--- config.mk ---
export PLATFORM = sky130hd
export DESIGN_NAME = bridge_rx_param_flat
export DESIGN_NICKNAME = d
export VERILOG_FILES = /design/src/rtl/bridge_rx_param_if.sv /design/src/rtl/bridge_rx_param.sv /design/src/flat_wrapper.sv
export SDC_FILE = /design/constraint.sdc
export NUM_CORES = 1
export LEC_CHECK = 0
export ABC_AREA = 1
export ABC_CLOCK_PERIOD_IN_PS = 2300
export CAP_MARGIN = 5
export CORE_ASPECT_RATIO = 2
export CORE_UTILIZATION = 46
export CTS_BUF_LIST = sky130_fd_sc_hd__clkbuf_2
export CTS_CLUSTER_SIZE = 20
export DETAILED_ROUTE_END_ITERATION = 10
export DONT_BUFFER_PORTS = 1
export PLACE_DENSITY = 0.67
export SLEW_MARGIN = 20
export SYNTH_ARGS = -nofsm -noshare
export SYNTH_HDL_FRONTEND = slang
export SYNTH_SLANG_ARGS = --single-unit
--- constraint.sdc ---
create_clock -name clk -period 2.3 [get_ports clk]
set_clock_uncertainty 0.05 [all_clocks]
set_input_delay 0.46 -clock clk [delete_from_list [all_inputs] [get_ports clk]]
set_output_delay 0.46 -clock clk [all_outputs]
set_load 0.01 [all_outputs]
--- src/rtl/bridge_rx_param_if.sv ---
`default_nettype none
// ============================================================================
// Module   : bridge_rx_param_if
// Brief    : Byte-input / bus-output bundle of the host-to-bus receive bridge.
// Revision : 1.0
// ============================================================================
interface bridge_rx_param_if #(
  parameter int ADDR_WIDTH = 16,
  parameter int DATA_WIDTH = 16
);
  logic [7:0]            rx_data;
  logic                  rx_valid;
  logic [ADDR_WIDTH-1:0] addr_o;
  logic [DATA_WIDTH-1:0] wdata_o;
  logic                  rw_o;
  logic                  valid_o;
  logic                  ready_i;
  logic                  err_o;

  // master is the bridge side; slave is the UART/downstream side
  modport master (
    input  rx_data, rx_valid, ready_i,
    output addr_o, wdata_o, rw_o, valid_o, err_o
  );
  modport slave (
    output rx_data, rx_valid, ready_i,
    input  addr_o, wdata_o, rw_o, valid_o, err_o
  );
endinterface
`default_nettype wire

--- src/rtl/bridge_rx_param.sv ---
`default_nettype none
// ============================================================================
// Module   : bridge_rx_param
// Brief    : ASCII-hex frame parser issuing one valid/ready bus transaction per
//            frame. Optional idle timeout: BRIDGE_RX_PARAM_TIMEOUT_EN.
// Revision : 1.0
// ============================================================================
module bridge_rx_param #(
  parameter int         ADDR_WIDTH     = 16,
  parameter int         DATA_WIDTH     = 16,
  parameter logic [7:0] PREAMBLE       = 8'h4D,
  parameter int         TIMEOUT_CYCLES = 1000000
) (
  input  wire logic         clk,
  input  wire logic         rst,
  bridge_rx_param_if.master bus
);
  localparam int AD   = ADDR_WIDTH / 4;
  localparam int DD   = DATA_WIDTH / 4;
  localparam int MAXD = (AD > DD) ? AD : DD;
  localparam int CW   = $clog2(MAXD + 1);
  localparam logic [CW-1:0] AD_C = CW'(AD);
  localparam logic [CW-1:0] DD_C = CW'(DD);

  typedef enum logic [2:0] {
    S_IDLE  = 3'd0,
    S_ADDR  = 3'd1,
    S_DATA  = 3'd2,
    S_ISSUE = 3'd3,
    S_ERROR = 3'd4
  } state_t;

  state_t                state_q, state_d;
  logic [CW-1:0]         cnt_q, cnt_d;
  logic [ADDR_WIDTH-1:0] addr_sr_q, addr_sr_d, addr_q, addr_d;
  logic [DATA_WIDTH-1:0] data_sr_q, data_sr_d, wdata_q, wdata_d;
  logic                  rw_q, rw_d, valid_q, valid_d, pend_q, pend_d, err_q, err_d;
  logic                  w_is_hex, w_is_term;
  logic [3:0]            w_hex_val;

  always_comb begin
    w_is_hex  = 1'b1;
    w_hex_val = bus.rx_data[3:0];
    if (bus.rx_data >= 8'h30 && bus.rx_data <= 8'h39) begin
      w_hex_val = bus.rx_data[3:0];
    end else if ((bus.rx_data >= 8'h41 && bus.rx_data <= 8'h46) ||
                 (bus.rx_data >= 8'h61 && bus.rx_data <= 8'h66)) begin
      w_hex_val = bus.rx_data[3:0] + 4'd9;
    end else begin
      w_is_hex = 1'b0;
    end
  end

  assign w_is_term = (bus.rx_data == 8'h0D) || (bus.rx_data == 8'h0A);

`ifdef BRIDGE_RX_PARAM_TIMEOUT_EN
  localparam int TW = $clog2(TIMEOUT_CYCLES + 1);
  logic [TW-1:0] tmo_q, tmo_d;
`else
  logic w_unused_tmo;
  assign w_unused_tmo = |TIMEOUT_CYCLES;
`endif

  always_comb begin
    state_d   = state_q;
    cnt_d     = cnt_q;
    addr_sr_d = addr_sr_q;
    data_sr_d = data_sr_q;
    addr_d    = addr_q;
    wdata_d   = wdata_q;
    rw_d      = rw_q;
    valid_d   = valid_q;
    pend_d    = pend_q;
    err_d     = 1'b0;
    unique case (state_q)
      S_IDLE: begin
        if (bus.rx_valid && bus.rx_data == PREAMBLE) begin
          state_d   = S_ADDR;
          cnt_d     = '0;
          addr_sr_d = '0;
          data_sr_d = '0;
        end
      end
      S_ADDR: begin
        if (bus.rx_valid) begin
          if (w_is_hex && cnt_q == AD_C) begin
            // an extra digit after a full address is the first data digit
            state_d   = S_DATA;
            data_sr_d = DATA_WIDTH'(w_hex_val);
            cnt_d     = CW'(1);
          end else if (w_is_hex) begin
            addr_sr_d = (addr_sr_q << 4) | ADDR_WIDTH'(w_hex_val);
            cnt_d     = cnt_q + 1'b1;
          end else if (w_is_term && cnt_q == AD_C) begin
            state_d = S_ISSUE;
            addr_d  = addr_sr_q;
            wdata_d = '0;
            rw_d    = 1'b0;
            valid_d = 1'b1;
          end else begin
            state_d = S_ERROR;
            err_d   = 1'b1;
          end
        end
      end
      S_DATA: begin
        if (bus.rx_valid) begin
          if (w_is_hex && cnt_q != DD_C) begin
            data_sr_d = (data_sr_q << 4) | DATA_WIDTH'(w_hex_val);
            cnt_d     = cnt_q + 1'b1;
          end else if (w_is_term && cnt_q == DD_C) begin
            state_d = S_ISSUE;
            addr_d  = addr_sr_q;
            wdata_d = data_sr_q;
            rw_d    = 1'b1;
            valid_d = 1'b1;
          end else begin
            state_d = S_ERROR;
            err_d   = 1'b1;
          end
        end
      end
      S_ISSUE: begin
        // the UART cannot be stalled: flag the overrun once, keep the transaction
        if (bus.rx_valid && !w_is_term && !pend_q) begin
          pend_d = 1'b1;
          err_d  = 1'b1;
        end
        if (valid_q && bus.ready_i) begin
          valid_d = 1'b0;
          state_d = pend_d ? S_ERROR : S_IDLE;
          pend_d  = 1'b0;
        end
      end
      S_ERROR: begin
        if (bus.rx_valid && w_is_term) begin
          state_d = S_IDLE;
        end
      end
      default: state_d = S_IDLE;
    endcase
`ifdef BRIDGE_RX_PARAM_TIMEOUT_EN
    tmo_d = '0;
    if ((state_q == S_ADDR || state_q == S_DATA) && !bus.rx_valid) begin
      if (tmo_q == TW'(TIMEOUT_CYCLES - 1)) begin
        state_d = S_IDLE;
        err_d   = 1'b1;
      end else begin
        tmo_d = tmo_q + 1'b1;
      end
    end
`endif
  end

  always_ff @(posedge clk or posedge rst) begin
    if (rst) begin
      state_q   <= S_IDLE;
      cnt_q     <= '0;
      addr_sr_q <= '0;
      data_sr_q <= '0;
      addr_q    <= '0;
      wdata_q   <= '0;
      rw_q      <= 1'b0;
      valid_q   <= 1'b0;
      pend_q    <= 1'b0;
      err_q     <= 1'b0;
    end else begin
      state_q   <= state_d;
      cnt_q     <= cnt_d;
      addr_sr_q <= addr_sr_d;
      data_sr_q <= data_sr_d;
      addr_q    <= addr_d;
      wdata_q   <= wdata_d;
      rw_q      <= rw_d;
      valid_q   <= valid_d;
      pend_q    <= pend_d;
      err_q     <= err_d;
    end
  end

`ifdef BRIDGE_RX_PARAM_TIMEOUT_EN
  always_ff @(posedge clk or posedge rst) begin
    if (rst) begin
      tmo_q <= '0;
    end else begin
      tmo_q <= tmo_d;
    end
  end
`endif

  assign bus.addr_o  = addr_q;
  assign bus.wdata_o = wdata_q;
  assign bus.rw_o    = rw_q;
  assign bus.valid_o = valid_q;
  assign bus.err_o   = err_q;

endmodule
`default_nettype wire

--- src/flat_wrapper.sv ---
// flat-port wrapper written by rule: the top's interface ports become plain ports
module bridge_rx_param_flat 
#(
  parameter int         ADDR_WIDTH     = 16,
  parameter int         DATA_WIDTH     = 16,
  parameter logic [7:0] PREAMBLE       = 8'h4D,
  parameter int         TIMEOUT_CYCLES = 1000000
)
  (clk, rst, bus_rx_data, bus_rx_valid, bus_ready_i, bus_addr_o, bus_wdata_o, bus_rw_o, bus_valid_o, bus_err_o);
  bridge_rx_param_if #(.ADDR_WIDTH(ADDR_WIDTH), .DATA_WIDTH(DATA_WIDTH)) bus_i ();
  input  wire logic clk;
  input  wire logic rst;
  input wire logic [$bits(bus_i.rx_data)-1:0] bus_rx_data;
  input wire logic [$bits(bus_i.rx_valid)-1:0] bus_rx_valid;
  input wire logic [$bits(bus_i.ready_i)-1:0] bus_ready_i;
  output wire logic [$bits(bus_i.addr_o)-1:0] bus_addr_o;
  output wire logic [$bits(bus_i.wdata_o)-1:0] bus_wdata_o;
  output wire logic [$bits(bus_i.rw_o)-1:0] bus_rw_o;
  output wire logic [$bits(bus_i.valid_o)-1:0] bus_valid_o;
  output wire logic [$bits(bus_i.err_o)-1:0] bus_err_o;
  assign bus_i.rx_data = bus_rx_data;
  assign bus_i.rx_valid = bus_rx_valid;
  assign bus_i.ready_i = bus_ready_i;
  assign bus_addr_o = bus_i.addr_o;
  assign bus_wdata_o = bus_i.wdata_o;
  assign bus_rw_o = bus_i.rw_o;
  assign bus_valid_o = bus_i.valid_o;
  assign bus_err_o = bus_i.err_o;
  bridge_rx_param #(.ADDR_WIDTH(ADDR_WIDTH), .DATA_WIDTH(DATA_WIDTH), .PREAMBLE(PREAMBLE), .TIMEOUT_CYCLES(TIMEOUT_CYCLES)) u_core (.clk(clk), .rst(rst), .bus(bus_i));
endmodule
# ---- Yosys cells after proc, flatten, opt, wreduce, memory -nomap -nowiden
# Index checks and enable logic that the tools add are counted.
dict set report word_totals {
  in_bits 12
  output_inout_bits 35
  reg_bits 74
  elab_cells 145
}
dict set report op_classes {
  n_reduce_logical 27
  addsub 2
  muxes 74
  bitwise 2
  n_lt_le_gt_ge 6
  eq_ne 24
}
# op n
set ops {}
lappend ops {{$mux 16} 21}
lappend ops {{$pmux 16 s2} 3}
lappend ops {{$mux 3} 16}
lappend ops {{$pmux 16 s3} 1}
lappend ops {{$or 16x4->16} 2}
lappend ops {{$mux 1} 26}
lappend ops {{$reduce_and 6->1} 3}
lappend ops {{$eq 8x4->1 const B} 2}
lappend ops {{$ge 8x7->1 const B} 2}
lappend ops {{$le 8x7->1 const B} 2}
lappend ops {{$ne 2x1->1 const B} 8}
lappend ops {{$pmux 3 s5} 1}
lappend ops {{$reduce_and 7->1} 2}
lappend ops {{$logic_and 1x1->1} 11}
lappend ops {{$ne 2x2->1 const B} 5}
lappend ops {{$pmux 3 s3} 1}
lappend ops {{$eq 8x7->1 const B} 1}
lappend ops {{$ge 8x6->1 const B} 1}
lappend ops {{$le 8x6->1 const B} 1}
lappend ops {{$mux 4} 2}
lappend ops {{$reduce_and 8->1} 1}
lappend ops {{$eq 3x2->1 const B} 2}
lappend ops {{$eq 3x3->1 const B} 2}
lappend ops {{$ne 3x3->1 const B} 2}
lappend ops {{other kinds (12)} 17}

# ---- Logic depth before layout (Yosys ltp)
dict set report logic_depth {
  ltp_word 10
  depth_mapped 14
}

# ---- Worst setup path after synthesis
# No wires, ideal clock.
dict set report synth_timing {
  path_type {in2reg}
  from {input bus_rx_data[1]}
  to {register u_core.addr_q[12] (netlist: u_core.bus.addr_o[12])}
  setup_slack_ns 0.376
  cell_stages 11
  arrival_ns 1.757
  setup_ns 0.117
  t_required_ns 2.133
  cell_sequence {inv_1 ha_1 inv_1 nand3_2 nand3_4 nand3_2 a21oi_4 nand2_4 buf_6 nand2_1 nand2_1}
}
dict set report synth_via {
  elab_chain_cells 8
}
# element line
set synth_rtl {}
lappend synth_rtl {{from (decl)} flat_wrapper.sv:13} ;# input wire logic [$bits(bus_i.rx_data)-1:0] bus_rx_data;
lappend synth_rtl {{$ge 8x7->1 (tied with other cells)} bridge_rx_param.sv:46} ;# end else if ((bus.rx_data >= 8'h41 && bus.rx_data <= 8'h46) ||
lappend synth_rtl {{$logic_and 1x1->1 (tied with other cells)} bridge_rx_param.sv:46}
lappend synth_rtl {{$logic_or 1x1->1 / $logic_and 1x1->1 (equally long branches)} {bridge_rx_param.sv:46, bridge_rx_param.sv:94, bridge_rx_param.sv:111}}
lappend synth_rtl {{$mux 1 / $mux 16 (equally long branches) (2 in a row)} -}
lappend synth_rtl {{$logic_and 1x1->1 (tied with other cells)} bridge_rx_param.sv:108} ;# if (w_is_hex && cnt_q != DD_C) begin
lappend synth_rtl {{$ne 2x2->1 (no line) / $mux 16 (equally long branches)} -}
lappend synth_rtl {{$reduce_and 6->1 (no line) / $pmux 16 s2 (equally long branches)} -}
lappend synth_rtl {{to (signal assigned)} bridge_rx_param.sv:172} ;# addr_q <= addr_d;
lappend synth_rtl {{to (decl)} bridge_rx_param.sv:35} ;# logic [ADDR_WIDTH-1:0] addr_sr_q, addr_sr_d, addr_q, addr_d;
# Several ways; a longest one is shown, not always the timed one. The select of a mux whose other input is x is not followed.
# A chain may end at the register's enable or synchronous reset.

# ---- Final worst setup path
dict set report layout_timing {
  from {register u_core.cnt_q[0]}
  to {register u_core.addr_q[12] (netlist: u_core.bus.addr_o[12])}
}
dict set report layout_via {
  elab_chain_cells 7
}
# element line
set layout_rtl {}
lappend layout_rtl {{from (decl)} bridge_rx_param.sv:34} ;# logic [CW-1:0] cnt_q, cnt_d;
lappend layout_rtl {{from (signal assigned)} bridge_rx_param.sv:169} ;# cnt_q <= cnt_d;
lappend layout_rtl {{$eq 3x3->1} {bridge_rx_param.sv:86, bridge_rx_param.sv:94, bridge_rx_param.sv:111}}
lappend layout_rtl {{$logic_and 1x1->1} {bridge_rx_param.sv:94, bridge_rx_param.sv:111}}
lappend layout_rtl {{$mux 16 (4 in a row)} -}
lappend layout_rtl {{$pmux 16 s2} -}
# Several ways; a longest one is shown, not always the timed one. The select of a mux whose other input is x is not followed.

==> metrics.yaml <==
outcome:
  status: "finished clean"
floorplanning:
  start_util: 0.476
  die_w_um: 66.4
  dieHeight_um: 131
  dieArea_um2: 8670
  core_um2: 8000
  rows: 46
  io_pins: 47
logic_synthesis:
  synth.distinct_cells: 34
  synth_fp_nets: 492
  syn_avg_cell_area_um2: 8.04
  ys_warn_count: 0
  syn-cell-area_um2: 3810
  synth-simple-area-share: 0.354
  synth_xor_area_frac: 0.00690
  synth_fa_ha_area_frac: 0.0197
  synth_compound_area_frac: 0.0555
  ys_seq_area_frac: 0.486
  ys_seq_elements: 74
  synth_mux_area_frac: 0
  synth_top_family_by_area: "simple AND/OR/NAND/NOR gates"
  synthCells: 474
routing:
  routed_wl_mm: 8.11
  avgRoutedWirePerCell_um: 14.0
  drtIter0Drc: 197
  viasPerCell: 5.24
  drc_errors: 0
  dr_total_vias: 3040
  antenna_left: 0
  drtPass1Iterations: 5
worst_setup_path:
  crit_fanout: 33
  cp-start-kind: "register"
  timing.rr.start: "u_core.cnt_q[0]"
  crit_path_end_kind: "register"
  crit_chain: "inv_1 -> ha_1 -> nand2_1 -> inv_1 -> a31oi_4 -> nand2_4 -> nand2_1 -> nand2_1"
  reg2reg_depth: 8
  cp.arrival_ns: 2.34
  path_buf_inv: 2
  path_common_cell: "nand2_1"
  crit_required_ns: 2.69
  setup.worst_path.class: "reg -> reg"
  max_stage_delay_ns: 0.43
  crit_family: "simple AND/OR/NAND/NOR gates"
  r2r_setup_slack_ns: 0.35
  crit_path_top_delay_cell: "dfrtp_1"
  timing.rr.end: "u_core.bus.addr_o[12]"
final_layout:
  finalCoreUtilization: 0.497
  fin_nets: 497
  fill_cells: 778
  final_area_um2: 3980
  fin_cells: 580
  area_delta_synth_final_pct: 4.47
  layout-drive-gt1-share: 0.116
global_routing:
  antenna_found_initial: 1
  grt_pass1_wl_mm: 13.3
  grt_pass1_vias: 2992
  grt_max_degree: 46
  grt.total_usage: 0.205
  gr-total-overflow: 0
sta:
  rsz0062_at_grt: "no"
  setup_viol: 0
  min_period_ns: 1.95
  fin_hold_ws_ns: 0.0397
  relSlewSlack: 0.616
  report.final.hold_viol_count: 0
  slew_viol_final: 0
  period_share: 0.847
  fmaxAchievable_ghz: 0.513
  worstMarginPinSlew_ns: 0.572
  final.setup.tns_ns: 0
worst_hold_path:
  hp-start: "bus_rx_valid"
  timing.hold.worst_endpoint: "u_core.bus.err_o"
  hp-class: "in -> reg"
  worstHoldPathCells: 2
clock_tree:
  clock_path_buffers: 2
  clk_pin_slew_ns: 0.18
  cts.htree.levels: 3
  clk_latency_ns: 0.53
  root_buffer: "clkbuf_2"
  cts_tree: "done"
  cts.sinks: 74
  cts_made_buffers: 9
placement:
  dp_hpwl_mm: 5.70
  portBuffers: 0
  place_inst: 563
  post_dp_cell_area_um2: 3890
  place_congestion: 0.882
power_and_ir_drop:
  ir_drop_uv: 570
  p_per_area_nw_per_um2: 806
  power.leakage_uw: 0.00216
run:
  cap_viol_max_count: 0
[final cells by class]
cell class,instances,area [um^2],area share
repair buffers,10,103,0.0258
clock inverters,4,20.0,0.00503
multi-input cells,341,1660,0.417
diodes,1,2.50,0.000629
flip-flops and latches,74,1850,0.465
clock buffers,11,55.1,0.0138
inverters,43,166,0.0418
well taps,96,120,0.0302
[per-layer routing]
| layer | vias to the layer above | track usage | part of all wire | wire length (um) |
|---|---|---|---|---|
| met5 | - | 0 | 0 | 0 |
| met4 | 0 | 0.105 | 0.033 | 269 |
| met3 | 19 | 0.0486 | 0.038 | 307 |
| met2 | 67 | 0.369 | 0.55 | 4440 |
| met1 | 1436 | 0.215 | 0.38 | 3090 |
| li1 | 1518 | - | - | - |
[power breakdown]
| group | internal [uW] | switching [uW] | total (uW) |
|---|---|---|---|
| combinational | 297 | 748 | 1050 |
| sequential | 1460 | 119 | 1580 |
| clock | 136 | 443 | 579 |
| total | 1900 | 1310 | 3210 |
[flip-flops by register name, indices dropped and copies added (netlist names)]
name,cells
u_core.pend_q,1
u_core.addr_sr_q,16
u_core.bus.err_o,1
u_core.bus.wdata_o,16
u_core.data_sr_q,16
u_core.bus.rw_o,1
u_core.bus.addr_o,16
u_core.bus.valid_o,1
u_core.cnt_q,3
u_core.state_q,3
[synth_stat cells (all sizes together)]
| library cell | instances | share of area |
|---|---|---|
| nand2 | 194 | 0.20 |
| dfrtp | 74 | 0.49 |
| nand3 | 66 | 0.10 |
| inv | 42 | 0.041 |
| nor2 | 29 | 0.033 |
| o21ai | 23 | 0.030 |
| buf | 14 | 0.033 |
| a21oi | 6 | 0.014 |
| ha | 6 | 0.020 |
| nand3b | 4 | 0.0079 |
| nand4 | 3 | 0.0049 |
| clkbuf | 2 | 0.0023 |
| nor3 | 2 | 0.0026 |
| xor2 | 2 | 0.0046 |
| a21boi | 1 | 0.0020 |
| a31oi | 1 | 0.0056 |
| clkinv | 1 | 0.0013 |
| o21bai | 1 | 0.0020 |
| o31ai | 1 | 0.0020 |
| or2 | 1 | 0.0016 |
| xnor2 | 1 | 0.0023 |
[worst max path at each step]
stage | startpoint | endpoint | slack (ns) | cells past startpoint
after global routing | u_core.state_q[1] | u_core.addr_sr_q[12] | 0.22 | 9
after global placement | bus_rx_data[1] | u_core.bus.wdata_o[0] | 0.28 | 11
after detailed placement | bus_rx_data[1] | u_core.bus.addr_o[12] | 0.19 | 11
after CTS | u_core.cnt_q[0] | u_core.bus.addr_o[12] | 0.34 | 8
final | u_core.cnt_q[0] | u_core.bus.addr_o[12] | 0.35 | 8
after floorplan | bus_rx_data[1] | u_core.bus.addr_o[12] | 0.38 | 11
[through the flow]
stage / setup slack [ns] / power (uW)
2_1_floorplan: 0.376 / 2420
3_3_place_gp: 0.275 / 2630
3_5_place_dp: 0.186 / 2650
4_1_cts: 0.339 / 3220
5_1_grt: 0.222 / 3430
6_report: 0.352 / 3210
[cells in the final DEF, fill, tap and decap left out, drive strengths merged, types with 2 or more instances in the layout]
cell type	n
nand3b	4
a21oi	6
buf	9
clkinv	4
nor3	2
dfrtp	74
nor2	29
ha	6
nand3	66
clkbuf	11
inv	41
nand4	3
xor2	2
clkinvlp	2
nand2	194
o21ai	23
[kinds of logic after synthesis]
kind of cell	after synthesis
buffers and inverters	59
DFF	74
and+or+nand+nor	299
xor gates and xnor gates	3
adders and majority gates	6
AOI/OAI and AO/OA	33
[what timing repair did]
action	4_1_cts	5_1_grt
hold buffers	1	0
hold endpoints to repair	20	0
resized for setup	0	0
setup buffers	0	0
Power figures use the tool's default switching activity.
